--- config.mk ---
export PLATFORM = sky130hd
export DESIGN_NAME = sha3_state_serializer
export DESIGN_NICKNAME = d
export VERILOG_FILES = /design/src/rtl/sha3_pkg.sv /design/src/rtl/sha3_state_buffer.sv /design/src/rtl/sha3_state_serializer.sv
export SDC_FILE = /design/constraint.sdc
export NUM_CORES = 1
export LEC_CHECK = 0
export CORE_AREA = 2 2 653 655
export CTS_CLUSTER_DIAMETER = 40
export DETAILED_ROUTE_END_ITERATION = 6
export DIE_AREA = 0 0 655 657
export DONT_BUFFER_PORTS = 1
export GPL_TIMING_DRIVEN = 0
export HOLD_SLACK_MARGIN = 0.08
export PLACE_DENSITY = 0.3
export SLEW_MARGIN = 20
export SYNTH_ARGS = -nofsm -noshare
export SYNTH_HDL_FRONTEND = slang
export SYNTH_HIERARCHICAL = 1
export SYNTH_SLANG_ARGS = --single-unit
--- constraint.sdc ---
create_clock -name clk -period 4.59 [get_ports clk]
set_clock_uncertainty 0.15 [all_clocks]
set_input_delay 0.459 -clock clk [delete_from_list [all_inputs] [get_ports clk]]
set_output_delay 0.459 -clock clk [all_outputs]
set_load 0.01 [all_outputs]
--- src/rtl/sha3_pkg.sv ---
// Shared SHA3 state types, lane counts and the lane byte-reversal helper.
package sha3_pkg;

   localparam int SHA3_LANES            = 25;
   localparam int SHA3_256_DIGEST_LANES = 4;

   typedef logic [63:0]  lane_t;
   typedef lane_t [0:4]  plane_t;
   typedef plane_t [0:4] state_t;

   function automatic lane_t lane_byteswap(input lane_t l);
      return {<<8{l}};
   endfunction

endpackage

--- src/rtl/sha3_state_buffer.sv ---
// Registered store for the first N_LANES lanes of one SHA3 state.
// load_i captures d_i and sets valid; clear_i drops validity; rst zeroes everything.
module sha3_state_buffer
   import sha3_pkg::*;
#(
   parameter int N_LANES = SHA3_256_DIGEST_LANES
) (
   input  logic  clk,
   input  logic  rst,
   input  logic  load_i,
   input  logic  clear_i,
   input  lane_t d_i [N_LANES],
   output lane_t q_o [N_LANES],
   output logic  valid_o
);

   lane_t mem_q [N_LANES];
   logic  valid_q;

   always_ff @(posedge clk) begin
      if (rst) begin
         mem_q   <= '{default: '0};
         valid_q <= 1'b0;
      end else if (load_i) begin
         mem_q   <= d_i;
         valid_q <= 1'b1;
      end else if (clear_i) begin
         valid_q <= 1'b0;
      end
   end

   assign q_o     = mem_q;
   assign valid_o = valid_q;

endmodule

--- src/rtl/sha3_state_serializer.sv ---
// Captures a 5x5x64 state on sample and streams its first OUT_LANES lanes over valid/ready.
// Define SHA3_SERIALIZER_DOUBLE_BUFFER_EN to add a holding buffer that absorbs one sample mid-stream.
module sha3_state_serializer
   import sha3_pkg::*;
#(
   parameter int OUT_LANES = SHA3_256_DIGEST_LANES,
   parameter int BYTE_SWAP = 0
) (
   input  logic        clk,
   input  logic        rst,
   input  plane_t      isa,
   input  plane_t      isb,
   input  plane_t      isc,
   input  plane_t      isd,
   input  plane_t      ise,
   input  logic        sample,
   output logic        accept,
   output logic [63:0] out_data,
   output logic        out_valid,
   input  logic        out_ready,
   output logic        out_last,
   output logic [4:0]  out_index,
   output logic        busy,
   output logic        overrun
);

   if (OUT_LANES < 1 || OUT_LANES > SHA3_LANES) begin : g_bad_cfg
      $error("sha3_state_serializer: OUT_LANES must be within 1..25");
   end

   typedef enum logic {IDLE, STREAM} fsm_e;

   localparam logic [4:0] LAST_IDX = 5'(OUT_LANES - 1);

   fsm_e       state_q;
   logic       out_valid_q, out_last_q, busy_q, overrun_q;
   logic [4:0] idx_q, idx_d;

   state_t st;
   lane_t  in_lanes  [OUT_LANES];
   lane_t  act_d     [OUT_LANES];
   lane_t  act_lanes [OUT_LANES];
   lane_t  cur_lanes [32];
   lane_t  sel_lane;
   logic   act_vld, xfer, fin, load_act, clear_act;
   logic   unused_st;

   // Lane i = x + 5*y; planes beyond OUT_LANES are never stored.
   assign st        = {isa, isb, isc, isd, ise};
   assign unused_st = ^st;

   for (genvar g = 0; g < OUT_LANES; g++) begin : g_in
      assign in_lanes[g] = st[g / 5][g % 5];
   end

   // Pad to 32 entries so the 5-bit index selects without range issues.
   for (genvar g = 0; g < 32; g++) begin : g_cur
      if (g < OUT_LANES) begin : g_lane
         assign cur_lanes[g] = act_lanes[g];
      end else begin : g_pad
         assign cur_lanes[g] = '0;
      end
   end

   assign xfer = out_valid_q && out_ready;
   assign fin  = xfer && out_last_q;

`ifdef SHA3_SERIALIZER_DOUBLE_BUFFER_EN
   lane_t hold_lanes [OUT_LANES];
   logic  hold_vld, load_hold, clear_hold;

   // The hold buffer is empty whenever the FSM is idle, so one term covers both states.
   assign accept     = (state_q == IDLE) || !hold_vld;
   assign load_act   = ((state_q == IDLE) && sample) || (fin && (hold_vld || sample));
   assign load_hold  = (state_q == STREAM) && !fin && sample && !hold_vld;
   assign clear_hold = fin && hold_vld;

   always_comb begin
      if (hold_vld) act_d = hold_lanes;
      else          act_d = in_lanes;
   end

   sha3_state_buffer #(.N_LANES(OUT_LANES)) u_hold (
      .clk     (clk),
      .rst     (rst),
      .load_i  (load_hold),
      .clear_i (clear_hold),
      .d_i     (in_lanes),
      .q_o     (hold_lanes),
      .valid_o (hold_vld)
   );
`else
   assign accept   = (state_q == IDLE) || fin;
   assign load_act = sample && accept;
   assign act_d    = in_lanes;
`endif

   assign clear_act = fin && !load_act;

   sha3_state_buffer #(.N_LANES(OUT_LANES)) u_act (
      .clk     (clk),
      .rst     (rst),
      .load_i  (load_act),
      .clear_i (clear_act),
      .d_i     (act_d),
      .q_o     (act_lanes),
      .valid_o (act_vld)
   );

   assign idx_d = idx_q + 5'd1;

   always_ff @(posedge clk) begin
      if (rst) begin
         state_q     <= IDLE;
         out_valid_q <= 1'b0;
         out_last_q  <= 1'b0;
         busy_q      <= 1'b0;
         overrun_q   <= 1'b0;
         idx_q       <= '0;
      end else begin
         if (sample && !accept) overrun_q <= 1'b1;
         if (load_act) begin
            state_q     <= STREAM;
            out_valid_q <= 1'b1;
            busy_q      <= 1'b1;
            idx_q       <= '0;
            out_last_q  <= (OUT_LANES == 1);
         end else if (xfer) begin
            if (out_last_q) begin
               state_q     <= IDLE;
               out_valid_q <= 1'b0;
               busy_q      <= 1'b0;
               idx_q       <= '0;
               out_last_q  <= 1'b0;
            end else begin
               idx_q      <= idx_d;
               out_last_q <= (idx_d == LAST_IDX);
            end
         end
      end
   end

   always_comb begin
      sel_lane = cur_lanes[idx_q];
      if (BYTE_SWAP != 0) sel_lane = lane_byteswap(cur_lanes[idx_q]);
      out_data = (out_valid_q && act_vld) ? sel_lane : '0;
   end

   assign out_valid = out_valid_q;
   assign out_last  = out_last_q;
   assign out_index = idx_q;
   assign busy      = busy_q;
   assign overrun   = overrun_q;

endmodule

# [Word-level counts from Yosys, hierarchy flattened]
# Index checks and enable logic that the tools add are counted.
[word_totals] register_bits=265 input_bits=1604
[classes] n_addsub=1 n_lt_le_gt_ge=1 n_eq_ne=1 mux=11 bitwise_logic=2 reduce_logical=14
[op_table] op="$bmux 64 s5" n=1
[op_table] op="$mux 64" n=3
[op_table] op="$ge 6x6->1 const B" n=1
[op_table] op="$logic_and 1x1->1" n=6
[op_table] op="$mux 1" n=6
[op_table] op="$not 5->6" n=1
[op_table] op="$reduce_bool 2->1" n=3
[op_table] op="$add 5x1->5 const B" n=1
[op_table] op="$eq 5x2->1 const B" n=1
[op_table] op="$mux 5" n=1
[op_table] op="$logic_not 1->1" n=2
[op_table] op="$reduce_and 2->1" n=1
[op_table] op="$reduce_or 2->1" n=1
[op_table] op="$logic_or 1x1->1" n=1
[op_table] op="$not 1->1" n=1

# [Depth between registers and ports, before layout]
[logic_depth] word_depth=8 mapped_depth=7 mapped_depth_nobuf=4

# [Cells and area by module]
# The synthesis kept the hierarchy.
[modules_own_cells] mod="sha3_state_buffer" n_inst=1 cells_per_inst=830 area_each_um2=9232.6 seq_area_each_um2=5144.9
[modules_own_cells] mod="sha3_state_serializer" n_inst=1 cells_per_inst=205 area_each_um2=2451.1 seq_area_each_um2=160.2

# [Worst setup path before layout]
# No wires, ideal clock.
[synth_timing] kind="flip-flop to output port" from="reg idx_q[0] (netlist: out_index[0])" to="out out_data[10]" arrival_ns=1.458 slack_ns=2.523 stages_incl_launch_ff=6 cell_sequence="dfxtp_1 -> buf_6 -> buf_12 -> buf_12 -> mux4_2 -> nor2b_1"
[synth_via] elab_chain_len=5
[synth_lines] item="start, declared" line="sha3_state_serializer.sv:37" text="logic [4:0] idx_q, idx_d;"
[synth_lines] item="start signal, assigned" line="sha3_state_serializer.sv:136" text="idx_q <= idx_d;"
[synth_lines] item="$not 5->6 (not written as such)" line="sha3_state_serializer.sv:144" text="sel_lane = cur_lanes[idx_q];"
[synth_lines] item="$bmux 64 s5" line="sha3_state_serializer.sv:144"
[synth_lines] item="$mux 64 (not written as such) (2 in a row)" line="sha3_state_serializer.sv:144"
[synth_lines] item="$mux 64" line="sha3_state_serializer.sv:146" text="out_data = (out_valid_q && act_vld) ? sel_lane : '0;"
[synth_lines] item="end, declared" line="sha3_state_serializer.sv:18" text="output logic [63:0] out_data,"
# No other way between the ends. The select of a mux whose other input is x is not followed.

# [Final worst setup path]
[layout_timing] from="reg idx_q[1] (netlist: out_index[1])" to="out out_data[10]"
# The elaborated chain is that of the path after synthesis.

==> flow_metrics.env <==
export IMPL_drtPass1Iterations=5
export IMPL_yosys_warnings=6
export IMPL_power_frac_comb_pct=13.0
export IMPL_fin_util_pct=5.59
export IMPL_drt_initial_drc_count=331
export IMPL_max_cap_violations=0
export IMPL_finalHoldViolations=0
export IMPL_cts_inserted_buffers=55
export IMPL_hp_class="input pin to register"
export IMPL_ant_nets=0
export IMPL_layout_drive_gt1_share_pct=18.7
export IMPL_critPathLaunchType="register"
export IMPL_power_internal_uw=5530
export IMPL_min_path_cells=3
export IMPL_p_leak_uw=0.00680
export IMPL_final_period_utilization_pct=93.4
export IMPL_die_w_um=655
export IMPL_synth_adder_area_share_pct=0.214
export IMPL_max_clock_path_buffers=3
export IMPL_cts_tree="done"
export IMPL_synthMuxAreaShare_pct=34.3
export IMPL_detail_route_wl_per_cell_um=14.9
export IMPL_reg2reg_from="busy$_SDFFE_PP0P_"
export IMPL_p_clk_share_pct=54.4
export IMPL_synth_cell_types=34
export IMPL_clk_latency_ns=0.71
export IMPL_grt_pass1_wl_um=128000
export IMPL_finalPower_uw=7770
export IMPL_wl_um=106000
export IMPL_rsz0062_at_grt="no"
export IMPL_period_needed_ns=4.29
export IMPL_rr_endpoint="u_act/q_o[206]$_SDFFE_PP0P_"
export IMPL_holdPathEnd="out_last$_SDFFE_PP0P_"
export IMPL_seqPwrFrac_pct=32.6
export IMPL_design_area_um2=23600
export IMPL_die_area_um2=430000
export IMPL_max_freq_mhz=233
export IMPL_max_vdd_ir_drop_mv=0.258
export IMPL_r2r_slack_ns=2.08
export IMPL_place_gp_congestion=0.699
export IMPL_cp_max_fo=10
export IMPL_antenna_found_initial=60
export IMPL_area_growth_syn_to_layout_pct=102
export IMPL_whs_ns=0.148
export IMPL_synth_xor_xnor_area_share_pct=0.150
export IMPL_worst_pin_slew_ns=1.18
export IMPL_dp_cells=6707
export IMPL_path_clk_slew_ns=0.05
export IMPL_slew_headroom_pct=20.9
export IMPL_yosysSeqAreaShare_pct=45.4
export IMPL_start_util_pct=2.76
export IMPL_remaining_drc_errors=0
export IMPL_synth_top_flop_cell="dfxtp_1"
export IMPL_crit_start="out_index[1]$_SDFFE_PP0P_"
export IMPL_cts_root_buffer="clkbuf_16"
export IMPL_die_h_um=657
export IMPL_grt_overflow_total=0
export IMPL_critPathArrivalTime_ns=3.68
export IMPL_synth_cells=1035
export IMPL_grt_pass1_vias=10100
export IMPL_endpoint_kind="output port"
export IMPL_powerDensity_nw_per_um2=329
export IMPL_track_usage_pct=4.85
export IMPL_p_switching_uw=2240
export IMPL_cts_sinks=265
export IMPL_swShare_pct=28.9
export IMPL_status="completed"
export IMPL_synthArstFlopShare_pct=0
export IMPL_port_buffers=0
export IMPL_core_area_um2=423000
export IMPL_grt_max_degree=19
export IMPL_fin_cells=7091
export IMPL_synth_compound_area_share_pct=0.835
export IMPL_ios=1678
export IMPL_cts_setup_buffers=0
export IMPL_final_net_count=2967
export IMPL_synthSimpleGateAreaFrac_pct=12.8
export IMPL_synth_top_family_by_area="multiplexers"
export IMPL_synth_edff_count=0
export IMPL_vias_per_cell=1.31
export IMPL_hp_start="sample"
export IMPL_synth_nets=2641
export IMPL_worst_ep_required_time_ns=3.98
export IMPL_r2r_cells=8
export IMPL_h_tree_depth=2
export IMPL_slew_violations=0
export IMPL_setup_viol=0
export IMPL_worst_setup_path_type="register to output port"
export IMPL_placed_area_um2=19000
export IMPL_syn_area_um2=11700
export IMPL_via_count=9285
export IMPL_synth_area_per_cell_um2=11.3
export IMPL_rows=239
export IMPL_dp_hpwl_um=88500
export IMPL_yosys_register_bits=265
==> worst max-delay path by stage <==
stage	end	slack, ns	cells past startpoint
6_report	out_data[10]	0.30	4
5_1_grt	out_data[10]	0.16	4
4_1_cts	out_data[10]	0.06	4
3_5_place_dp	out_data[4]	0.15	4
3_3_place_gp	out_data[53]	-1.01	3
2_1_floorplan	out_data[10]	2.52	5
==> cell usage in the layout, fill, tap and decap left out, types with 16 or more instances in the layout <==
cell / count
dlygate4sd3_1: 260
buf_2: 16
mux2i_1: 256
nor2b_1: 41
buf_8: 24
clkbuf_16: 55
dfxtp_1: 264
mux4_2: 64
nor2b_2: 23
nor2_1: 259
diode_2: 24
==> power by group through the flow <==
| stage | combinational, µW | sequential (µW) | clock [µW] |
|---|---|---|---|
| 4_1_cts | 1090 | 2530 | 4420 |
| 6_report | 1010 | 2530 | 4230 |
| 5_1_grt | 1100 | 2550 | 4490 |
| 3_3_place_gp | 827 | 2580 | 0 |
| 3_5_place_dp | 846 | 2580 | 0 |
| 2_1_floorplan | 465 | 2530 | 0 |
==> cells in the mapped netlist, types with 3 or more instances <==
cell type | count | area, µm²
a21oi_1 | 7 | 35.0
buf_1 | 4 | 15.0
buf_12 | 4 | 80.1
buf_2 | 18 | 90.1
buf_4 | 9 | 67.6
buf_6 | 3 | 33.8
buf_8 | 24 | 360
clkbuf_1 | 21 | 78.8
dfxtp_1 | 265 | 5310
inv_1 | 5 | 18.8
mux2i_1 | 256 | 2560
mux4_2 | 64 | 1440
nand2_1 | 5 | 18.8
nor2_1 | 259 | 972
nor2b_1 | 64 | 400
==> worst max-delay path, cell delays in order (launching register included) <==
cell,delay (ns)
dfxtp_1,0.64
buf_4,0.45
buf_4,0.44
mux4_2,0.39
nor2b_1,0.94
==> metal layers <==
layer  routed length [µm]  up-vias  track usage (%)
li1                     -     4286                -
met1                35100     4535             4.57
met2                57800      323             9.33
met3                 7650      129             1.53
met4                 5350       12             2.40
met5                   80        -                0
==> metrics by stage <==
step | worst slack (ns) | setup TNS (ns)
2_1_floorplan | 2.52 | 0
3_3_place_gp | -1.01 | -11.64
3_5_place_dp | 0.153 | 0
4_1_cts | 0.0627 | 0
5_1_grt | 0.156 | 0
6_report | 0.302 | 0
==> state kept, by name, summed over array words and instances (netlist names) <==
| signal | count |
|---|---|
| out_index | 5 |
| busy | 1 |
| overrun | 1 |
| u_act/valid_o | 1 |
| u_act/q_o | 256 |
| out_last | 1 |
==> cell families after synthesis <==
kind of cell / Yosys count
simple gates: 342
fa+ha+maj: 2
mux: 320
compound gates: 16
xor+xnor: 2
buf+inv: 88
flops: 265
==> cell type report <==
type                    count  area [µm²]
plain buffers              83         756
inverters                   5        18.8
well taps                5663        7090
fillers                 49900      399000
clock buffers              72        1530
diodes                     24        60.1
flip-flops and latches    265        5310
clock inverters            28         388
multi-input cells         682        5690
repair buffers            269        2780
==> repair_timing <==
| action | in CTS | in global routing |
|---|---|---|
| setup endpoints to repair | 31 | 0 |
| gates resized for setup | 10 | 0 |
| endpoints found under the hold margin | 264 | 0 |
| hold buffers | 260 | 0 |
No activity file was read; power rests on OpenSTA's default activity.
